[src/rtl/i2c_target.sv]
// I2C target (responder) with a 16-bit word port toward the core.
// SCL/SDA are oversampled by clk. SDA is open-drain: sda_oe=1 pulls it low.
// No clock stretching is performed.
module i2c_target #(
    parameter logic [6:0]  ADDR        = 7'h42,
    parameter int unsigned SYNC_STAGES = 2
) (
    input  logic        clk,
    input  logic        reset,
    input  logic        scl_in,
    input  logic        sda_in,
    output logic        sda_oe,
    output logic [15:0] rx_data,
    output logic        rx_valid,
    input  logic        rx_ready,
    input  logic [15:0] tx_data,
    output logic        tx_taken,
    output logic        busy
);

    typedef enum logic [2:0] {
        StIdle,
        StAddr,
        StAddrAck,
        StWrByte,
        StWrAck,
        StRdByte,
        StRdAck,
        StIgnore
    } state_e;

    // Synchroniser chains; reset to the idle-bus level so reset release
    // never looks like a bus edge.
    logic [SYNC_STAGES-1:0] scl_sync_q;
    logic [SYNC_STAGES-1:0] sda_sync_q;
    logic                   scl_dly_q;
    logic                   sda_dly_q;

    logic scl_s;
    logic sda_s;
    logic scl_rise;
    logic scl_fall;
    logic start_det;
    logic stop_det;

    // FSM and datapath registers
    state_e      state_q;
    logic [3:0]  bit_cnt_q;
    logic [6:0]  shift_q;
    logic [7:0]  hold_q;
    logic [15:0] tx_shift_q;
    logic        rw_q;
    logic        byte_idx_q;
    logic        ack_hold_q;
    logic        ack_en_q;
    logic        nack_q;
    logic        sda_oe_q;
    logic [15:0] rx_data_q;
    logic        rx_valid_q;
    logic        tx_taken_q;
    logic        busy_q;

    logic [7:0]  byte_in;

    // Synchronise the bus pins and keep one delayed copy for edge detection.
    always_ff @(posedge clk or negedge reset) begin
        if (!reset) begin
            scl_sync_q <= '1;
            sda_sync_q <= '1;
            scl_dly_q  <= 1'b1;
            sda_dly_q  <= 1'b1;
        end else begin
            scl_sync_q <= {scl_sync_q[SYNC_STAGES-2:0], scl_in};
            sda_sync_q <= {sda_sync_q[SYNC_STAGES-2:0], sda_in};
            scl_dly_q  <= scl_sync_q[SYNC_STAGES-1];
            sda_dly_q  <= sda_sync_q[SYNC_STAGES-1];
        end
    end

    assign scl_s     = scl_sync_q[SYNC_STAGES-1];
    assign sda_s     = sda_sync_q[SYNC_STAGES-1];
    assign scl_rise  = scl_s & ~scl_dly_q;
    assign scl_fall  = ~scl_s & scl_dly_q;
    // SDA edges are only bus conditions while SCL is stably high.
    assign start_det = scl_s & scl_dly_q & sda_dly_q & ~sda_s;
    assign stop_det  = scl_s & scl_dly_q & ~sda_dly_q & sda_s;

    // Byte as it stands once the current SCL rise is folded in.
    assign byte_in = {shift_q, sda_s};

    // Protocol FSM; all outputs are registered here.
    always_ff @(posedge clk or negedge reset) begin
        if (!reset) begin
            state_q    <= StIdle;
            bit_cnt_q  <= 4'd0;
            shift_q    <= 7'd0;
            hold_q     <= 8'd0;
            tx_shift_q <= 16'd0;
            rw_q       <= 1'b0;
            byte_idx_q <= 1'b0;
            ack_hold_q <= 1'b0;
            ack_en_q   <= 1'b0;
            nack_q     <= 1'b0;
            sda_oe_q   <= 1'b0;
            rx_data_q  <= 16'd0;
            rx_valid_q <= 1'b0;
            tx_taken_q <= 1'b0;
            busy_q     <= 1'b0;
        end else begin
            rx_valid_q <= 1'b0;
            tx_taken_q <= 1'b0;
            if (stop_det) begin
                state_q    <= StIdle;
                sda_oe_q   <= 1'b0;
                busy_q     <= 1'b0;
                bit_cnt_q  <= 4'd0;
                byte_idx_q <= 1'b0;
                ack_hold_q <= 1'b0;
            end else if (start_det) begin
                // Also covers repeated START; any partial word is dropped.
                state_q    <= StAddr;
                sda_oe_q   <= 1'b0;
                bit_cnt_q  <= 4'd0;
                byte_idx_q <= 1'b0;
                ack_hold_q <= 1'b0;
            end else begin
                case (state_q)
                    StIdle: begin
                        sda_oe_q <= 1'b0;
                    end

                    StAddr: begin
                        if (scl_rise) begin
                            shift_q   <= byte_in[6:0];
                            bit_cnt_q <= bit_cnt_q + 4'd1;
                            if (bit_cnt_q == 4'd7) begin
                                ack_hold_q <= 1'b0;
                                if (byte_in[7:1] == ADDR) begin
                                    state_q <= StAddrAck;
                                    busy_q  <= 1'b1;
                                    rw_q    <= byte_in[0];
                                end else begin
                                    state_q <= StIgnore;
                                    busy_q  <= 1'b0;
                                end
                            end
                        end
                    end

                    StAddrAck: begin
                        if (scl_fall) begin
                            if (!ack_hold_q) begin
                                // Fall after bit 8: start the ACK.
                                sda_oe_q   <= 1'b1;
                                ack_hold_q <= 1'b1;
                            end else begin
                                // Fall ending the 9th clock.
                                ack_hold_q <= 1'b0;
                                bit_cnt_q  <= 4'd0;
                                byte_idx_q <= 1'b0;
                                if (rw_q) begin
                                    tx_shift_q <= {tx_data[14:0], 1'b0};
                                    sda_oe_q   <= ~tx_data[15];
                                    tx_taken_q <= 1'b1;
                                    state_q    <= StRdByte;
                                end else begin
                                    sda_oe_q <= 1'b0;
                                    state_q  <= StWrByte;
                                end
                            end
                        end
                    end

                    StWrByte: begin
                        if (scl_rise) begin
                            shift_q   <= byte_in[6:0];
                            bit_cnt_q <= bit_cnt_q + 4'd1;
                            if (bit_cnt_q == 4'd7) begin
                                byte_idx_q <= ~byte_idx_q;
                                ack_hold_q <= 1'b0;
                                state_q    <= StWrAck;
                                if (!byte_idx_q) begin
                                    hold_q   <= byte_in;
                                    ack_en_q <= 1'b1;
                                end else if (rx_ready) begin
                                    rx_data_q  <= {hold_q, byte_in};
                                    rx_valid_q <= 1'b1;
                                    ack_en_q   <= 1'b1;
                                end else begin
                                    // Core cannot take the word: NACK it.
                                    ack_en_q <= 1'b0;
                                end
                            end
                        end
                    end

                    StWrAck: begin
                        if (scl_fall) begin
                            if (!ack_hold_q) begin
                                sda_oe_q   <= ack_en_q;
                                ack_hold_q <= 1'b1;
                            end else begin
                                sda_oe_q   <= 1'b0;
                                ack_hold_q <= 1'b0;
                                bit_cnt_q  <= 4'd0;
                                state_q    <= StWrByte;
                            end
                        end
                    end

                    StRdByte: begin
                        if (scl_rise) begin
                            bit_cnt_q <= bit_cnt_q + 4'd1;
                        end else if (scl_fall) begin
                            if (bit_cnt_q == 4'd8) begin
                                // Hand SDA to the controller for its ACK.
                                sda_oe_q   <= 1'b0;
                                bit_cnt_q  <= 4'd0;
                                ack_hold_q <= 1'b0;
                                state_q    <= StRdAck;
                            end else begin
                                sda_oe_q   <= ~tx_shift_q[15];
                                tx_shift_q <= {tx_shift_q[14:0], 1'b0};
                            end
                        end
                    end

                    StRdAck: begin
                        if (scl_rise) begin
                            nack_q     <= sda_s;
                            ack_hold_q <= 1'b1;
                        end else if (scl_fall && ack_hold_q) begin
                            ack_hold_q <= 1'b0;
                            if (nack_q) begin
                                sda_oe_q <= 1'b0;
                                state_q  <= StIgnore;
                            end else if (!byte_idx_q) begin
                                // Low byte is already sitting in the top of the shifter.
                                byte_idx_q <= 1'b1;
                                sda_oe_q   <= ~tx_shift_q[15];
                                tx_shift_q <= {tx_shift_q[14:0], 1'b0};
                                state_q    <= StRdByte;
                            end else begin
                                byte_idx_q <= 1'b0;
                                tx_shift_q <= {tx_data[14:0], 1'b0};
                                sda_oe_q   <= ~tx_data[15];
                                tx_taken_q <= 1'b1;
                                state_q    <= StRdByte;
                            end
                        end
                    end

                    StIgnore: begin
                        sda_oe_q <= 1'b0;
                    end

                    default: begin
                        state_q  <= StIdle;
                        sda_oe_q <= 1'b0;
                    end
                endcase
            end
        end
    end

    assign sda_oe   = sda_oe_q;
    assign rx_data  = rx_data_q;
    assign rx_valid = rx_valid_q;
    assign tx_taken = tx_taken_q;
    assign busy     = busy_q;

endmodule

[config.mk]
export PLATFORM = sky130hd
export DESIGN_NAME = i2c_target
export DESIGN_NICKNAME = d
export VERILOG_FILES = /design/src/rtl/i2c_target.sv
export SDC_FILE = /design/constraint.sdc
export NUM_CORES = 1
export LEC_CHECK = 0
export CELL_PAD_IN_SITES_DETAIL_PLACEMENT = 1
export CELL_PAD_IN_SITES_GLOBAL_PLACEMENT = 1
export CORE_ASPECT_RATIO = 2
export CORE_MARGIN = 4
export CORE_UTILIZATION = 35
export CTS_BUF_LIST = sky130_fd_sc_hd__clkbuf_8 sky130_fd_sc_hd__clkbuf_16
export DETAILED_ROUTE_END_ITERATION = 8
export GPL_ROUTABILITY_DRIVEN = 1
export PLACE_DENSITY = 0.67
export SLEW_MARGIN = 10
export SYNTH_ARGS = -nofsm -noshare
export SYNTH_HDL_FRONTEND = slang
export SYNTH_SLANG_ARGS = --single-unit
[constraint.sdc]
create_clock -name clk -period 3.1 [get_ports clk]
set_clock_uncertainty 0.15 [all_clocks]
set_input_delay 0.62 -clock clk [delete_from_list [all_inputs] [get_ports clk]]
set_output_delay 0.62 -clock clk [all_outputs]
set_load 0.05 [all_outputs]
== After elaboration in Yosys (flattened, before gate mapping) ==
Index checks and enable logic that the tools add are counted.
Storage, ports and cells
  flip-flop bits (word level): 69
  bits in latches: 0
  RAM bits: 0
  ROM bits: 0
  input port bits: 21
  output and inout bits: 20
  memories kept: 0
Cells by class
  $add $sub $neg: 1
  multiply operators: 0
  div/mod/pow operators: 0
  magnitude comparators: 0
  equality and inequality tests: 41
  shifts and indexed selects: 0
  mux-type cells: 101
  bitwise logic cells: 16
  reductions and logical operators: 27
Operators by type and width (number)
  two-way mux 16 bit: 10
  two-way mux 1 bit: 58
  inequality test 4 bit (second input constant): 14
  two-way mux 3 bit: 17
  case mux 16 bit (3 select lines): 1
  two-way mux 4 bit: 8
  inequality test 2 bit (second input constant): 9
  case mux 3 bit (6 select lines): 1
  AND reduction 6 bit: 3
  inequality test 4 x 1 -> 1 bit (second input constant): 4
  AND reduction 8 bit: 2
  inequality test 5 bit (second input constant): 3
  AND reduction 14 bit: 1
  AND reduction 7 bit: 2
  equality test 3 bit (second input constant): 4
  case mux 4 bit (3 select lines): 1
  AND reduction 12 bit: 1
  AND reduction 4 bit: 3
  nonzero test 5 bit: 2
  NOT 1 bit: 9
  nonzero test 8 bit: 1
  AND 1 bit: 7
  equality test 7 bit (second input constant): 1
  nonzero test 7 bit: 1
  18 further kinds: 23

== Depth between registers and ports, before layout ==
  depth after elaboration: 8
  gate-level depth with buffers: 10

== Worst setup path before layout ==
OpenSTA, ideal clock, no wires.
  kind: flip-flop to flip-flop
  start: register scl_sync_q[1]
  end: register rx_data_q[0], in the netlist rx_data[0]
  arrival time: 2.313 ns
  data required time: 2.825 ns
  path slack: 0.512 ns
  cell stages (with the launch flop): 10
  path buffers: 3
  period minus slack after synthesis: 2.588 ns
  cells stage by stage: dfstp_2 > ha_1 > buf_2 > nand2_1 > a211oi_4 > and3_1 > and3_4 > buf_8 > buf_12 > mux2_4
On the way
  cells in the longest elaborated chain, start to end: 5
RTL lines
  from (decl): line 34  | logic [SYNC_STAGES-1:0] scl_sync_q;
  from (signal assigned): line 73  | scl_sync_q <= {scl_sync_q[SYNC_STAGES-2:0], scl_in};
  AND 1 bit: line 85, 86
  AND 1 bit (on tied branches) (2 in series): line 86, 85
  NOT 1 bit (no line)
  AND reduction 7 bit (no line) (*)
  to (signal assigned): line 186  | rx_data_q <= {hold_q, byte_in};
  to (decl): line 58  | logic [15:0] rx_data_q;
Mark *: on every way between the ends. The rest lies on a longest branch, timed or not.
A chain may end at the register's enable or synchronous reset.

== Worst setup path after layout ==
  start: register scl_sync_q[1]
  end: register rx_data_q[9], in the netlist rx_data[9]
Same word-level chain as after synthesis.

==> results.md <==
- The worst setup path is captured at a flop.
- The post-detailed-route count of antenna-violating nets is 0.
- The final period demand of the worst path is 2.63 ns.
- The maximum fanout encountered on the critical timing path is 17.
- The switching power as a share of total power is 34.8%.
- The max-capacitance violation count is 0.
- The remaining global-route overflow is 0.
- Of the cells placed in the final design, the portion with a size suffix greater than 1 is 21.2%.
- The maximum achievable frequency is approximately 380 MHz.
- Measured along the x axis, the die boundary spans a little under 80 microns.
- The first global-routing pass estimated around 15000 microns of wire.
- The number of vias per cell is 5.27.
- Summed over all nets, the switching power comes to 0.00129 W.
- The number of cells in the finished layout apart from fillers is 491.
- The critical path goes through ha_1 > nand2_1 > a211oi_4 > and3_1 > and3_4 > mux2_2.
- The path class of the tightest hold or removal check is input pin to async pin.
- The post-synthesis adder-cell area fraction is 1.79%.
- The final route contains approximately 2600 vias.
- The effective utilization at floorplan is 35.8%.
- The final hold violation count is 0.
- In the post-synthesis netlist, the cell with the most instances is sky130_fd_sc_hd__dfrtp_1.
- The portion of total power attributed to sequential cells is 37.3%.
- STA puts the critical path data required time at 3.16 ns.
- The die covers ~12000 sq um.
- The number of nets at the end of the flow is 380.
- The category of the worst setup path launch point is a flop.
- On the worst path, the slowest cell contributes a delay of 0.55 ns.
- In this run the power density over the cells is approximately 850 nW/um^2.
- The internal power contribution is 0.00242 W.
- The area fraction in and, or, nand and nor cells after synthesis is approximately 14%.
- The clock latency on the worst-skew pair is 0.33 ns.
- For this run, the leading register cell type out of synthesis is sky130_fd_sc_hd__dfrtp_1.
- Entering global routing, the biggest net connects 31 pins.
- The total number of clock tree sinks is 68.
- The final-report max-slew violation count was 0.
- After routing, the total negative slack on setup checks comes to 0 ns.
- The overall routed net length is 9130 microns.
- The synthesized design contains roughly 70 register bits.
- The type of the worst setup path is flop to flop.
- The proportion of power drawn by combinational gates is 30.7%.
- The leakage power is 1.96 nW.
- The DRC violations left is 0.
- The TritonCTS clock tree is built.
- The average instance area after synthesis is 11.1 sq um.
- By area the synthesized netlist is led by sky130_fd_sc_hd__dfrtp_1 (44%), sky130_fd_sc_hd__mux2_2 (9.3%), sky130_fd_sc_hd__mux2i_1 (4.6%).
- The peak supply drop is 0.400 mV.
- The post-cts resize count is 0.
- In this run the vertical extent of the chip is about 150 microns.
- The post-synth design cell area is 3500 sq um.
- The number of antenna violations at the first check in global routing is 0.
- Summing all multi-input logic gate instances after layout gives 1650 sq um.
- The number of instances in the synthesized netlist is 316.
- Summing all flip-flop and latch instances after layout gives 1710 sq um.
- The placeable core region is between 9000 and 10000 sq um.
- Setup violations remaining at the end of the flow were counted as 0.
- The biggest area contributor in the post-synthesis netlist is sky130_fd_sc_hd__dfrtp_1.
- The placement row count is 51.
- The XOR/XNOR share of the synthesized area is 0.966%.
- In this run, post-CTS hold repair placed 0 buffers.
- The first detailed-routing pass took 4 iterations.
- The number of I/O pins is 41.
- Clock-pin slew was measured on the worst setup and hold paths at 0.06 ns.
- The number of antenna diodes in the final layout is 0.
- The slew at the pin with the worst max-slew slack is just over 1 ns.
- The number of setup buffers added after CTS is 0.
- The dominant combinational cell family by area after synthesis is multiplexers.
- The routability congestion estimate is between 0.8 and 0.9.
- The number of warning messages in the yosys log is 0.
- The number of buffers inserted during clock tree synthesis is 9.
- The clock root buffer master is sky130_fd_sc_hd__clkbuf_16.
- From synthesis to final layout, the design area changed by 24.6%.
- The maximum buffer depth of the clock tree is 2.
- The clock tree synthesis step divided the H-tree into 3 levels.
- In this run, the number of DRC markers left after iteration 0 of detailed routing was roughly 130.
- The clock network burns 32.1% of the power.
- In this run, synthesis inferred 0 flip-flops with an integrated enable.
- After detailed routing, the average wire length per cell comes to 18.6 microns.
- The flow ran to the end, and the final reports show no timing, DRC or antenna violations.
- The global-route usage over all layers is 16.8%.
- The number of fill cells in the layout is 1036.
- The cell total after placement is 475.
- In this run the tool buffered the top-level ports with 40 buffer cells.
- The fraction of synthesized area in multiplexers is between 15 and 20%.
- The net count after synthesis is 342.
- The HPWL after detailed placement is approximately 6600 microns.
- The share of async-settable or async-resettable flops after synthesis is 100%.
- Measured against its own limit, the worst slew margin works out to roughly a third.
- The data arrival time of the worst path is approximately 2.7 ns.
- After synthesis, flip-flops and latches occupy 48.9% of the total area.
- By count the netlist is led by sky130_fd_sc_hd__dfrtp_1 (62), sky130_fd_sc_hd__nand2_1 (31), sky130_fd_sc_hd__mux2_2 (29).
- Setup repair after global routing left no endpoint under its margin.
- The fraction of post-synthesis cell area in the top cell type by area is 44.4%.
- On the critical path, the stage with the largest delay is an instance of sky130_fd_sc_hd__dfstp_2.
- The count of cell types in the netlist is between 50 and 60.
- Summing the areas of all compound-gate instances in the mapped netlist gives between 10% and 20% of the synthesized area.
- The number of global-route vias before repair is 2923.
- Of the available clock period, the critical path in the final layout requires 85.0%.
==> layout make-up <==
class,instances,share of cell area [%]
Sequential cell,68,39.3
Clock buffer,9,5.17
Multi-Input combinational cell,220,38.0
Inverter,8,0.690
Clock inverter,7,2.84
Tap cell,132,3.79
Timing Repair Buffer,47,10.3
==> cells in the final DEF (no fill, tap or decap), drive strengths merged, types with 6 or more instances in the layout <==
cell type | netlist | routed
dfrtp | 62 | 62
clkdlybuf4s50 | 0 | 39
mux2 | 38 | 38
nand2 | 31 | 31
o21ai | 21 | 21
nor2 | 17 | 17
mux2i | 16 | 16
clkbuf | 12 | 9
inv | 8 | 9
nand3 | 8 | 8
a21oi | 8 | 8
buf | 8 | 8
nand2b | 7 | 7
nor2b | 6 | 6
nand3b | 6 | 6
dfstp | 6 | 6
==> layer usage <==
metal | global-route usage, % | share of wire (%)
met1 | 16.6 | 36
met2 | 30.6 | 56
met3 | 3.08 | 2.0
met4 | 11.6 | 5.3
met5 | 0 | 0
==> final timing paths <==
kind / startpoint / endpoint / slack, ns / cells past startpoint
worst max-delay path: scl_sync_q[1] / rx_data[9] / 0.47 / 6
worst min-delay path: reset / tx_shift_q[3] / 0.15 / 1
worst max register to register: scl_sync_q[1] / rx_data[9] / 0.47 / 6
worst min register to register: sda_sync_q[0] / sda_sync_q[1] / 0.20 / 0
max in group asynchronous: reset / state_q[0] / 1.86 / 2
min in group clk: sda_sync_q[0] / sda_sync_q[1] / 0.20 / 0
==> per-stage QoR <==
| step | hold slack [ns] | area (sq um) | utilization, % | setup slack [ns] | power (W) |
|---|---|---|---|---|---|
| floorplan | 0.174 | 3500 | - | 0.512 | 0.00215 |
| global placement | 0.196 | 4010 | 41.0 | 0.537 | 0.00248 |
| detailed placement | 0.197 | 4010 | 41.0 | 0.465 | 0.00253 |
| CTS | 0.162 | 4350 | 44.6 | 0.452 | 0.00376 |
| global route | 0.196 | 4350 | 44.6 | 0.326 | 0.00395 |
| finish | 0.155 | 4350 | 44.6 | 0.466 | 0.00371 |
==> critical path, delay by kind of cell, from the launching register on <==
family / cells / cell delay [ns]
adders and majority gates: 1 / 0.35
AOI/OAI and AO/OA: 1 / 0.28
muxes: 1 / 0.38
and+or+nand+nor: 3 / 0.80
DFF: 1 / 0.55
==> power by group through the flow <==
stage / combinational, W / clock [W] / sequential, W
after floorplan: 0.000879 / 0 / 0.00127
after global placement: 0.00110 / 0 / 0.00139
after detailed placement: 0.00113 / 0 / 0.00140
after CTS: 0.00115 / 0.00123 / 0.00139
after global routing: 0.00126 / 0.00126 / 0.00142
final: 0.00114 / 0.00119 / 0.00138
==> registers in the layout, summed over array words and instances, names as in the netlist, 2 cells and up <==
register and flops:
tx_shift_q 15, rx_data 16, bit_cnt_q 4, sda_sync_q 2, state_q 3, scl_sync_q 2, hold_q 8, shift_q 7
==> kinds of logic after synthesis <==
group,Yosys count
AO/OA/AOI/OAI,64
AND/OR/NAND/NOR,94
multiplexers,54
flip-flops,68
buffers and inverters,28
adder cells (fa/ha/maj),5
XOR/XNOR,3
(Power assumes the default switching activity.)
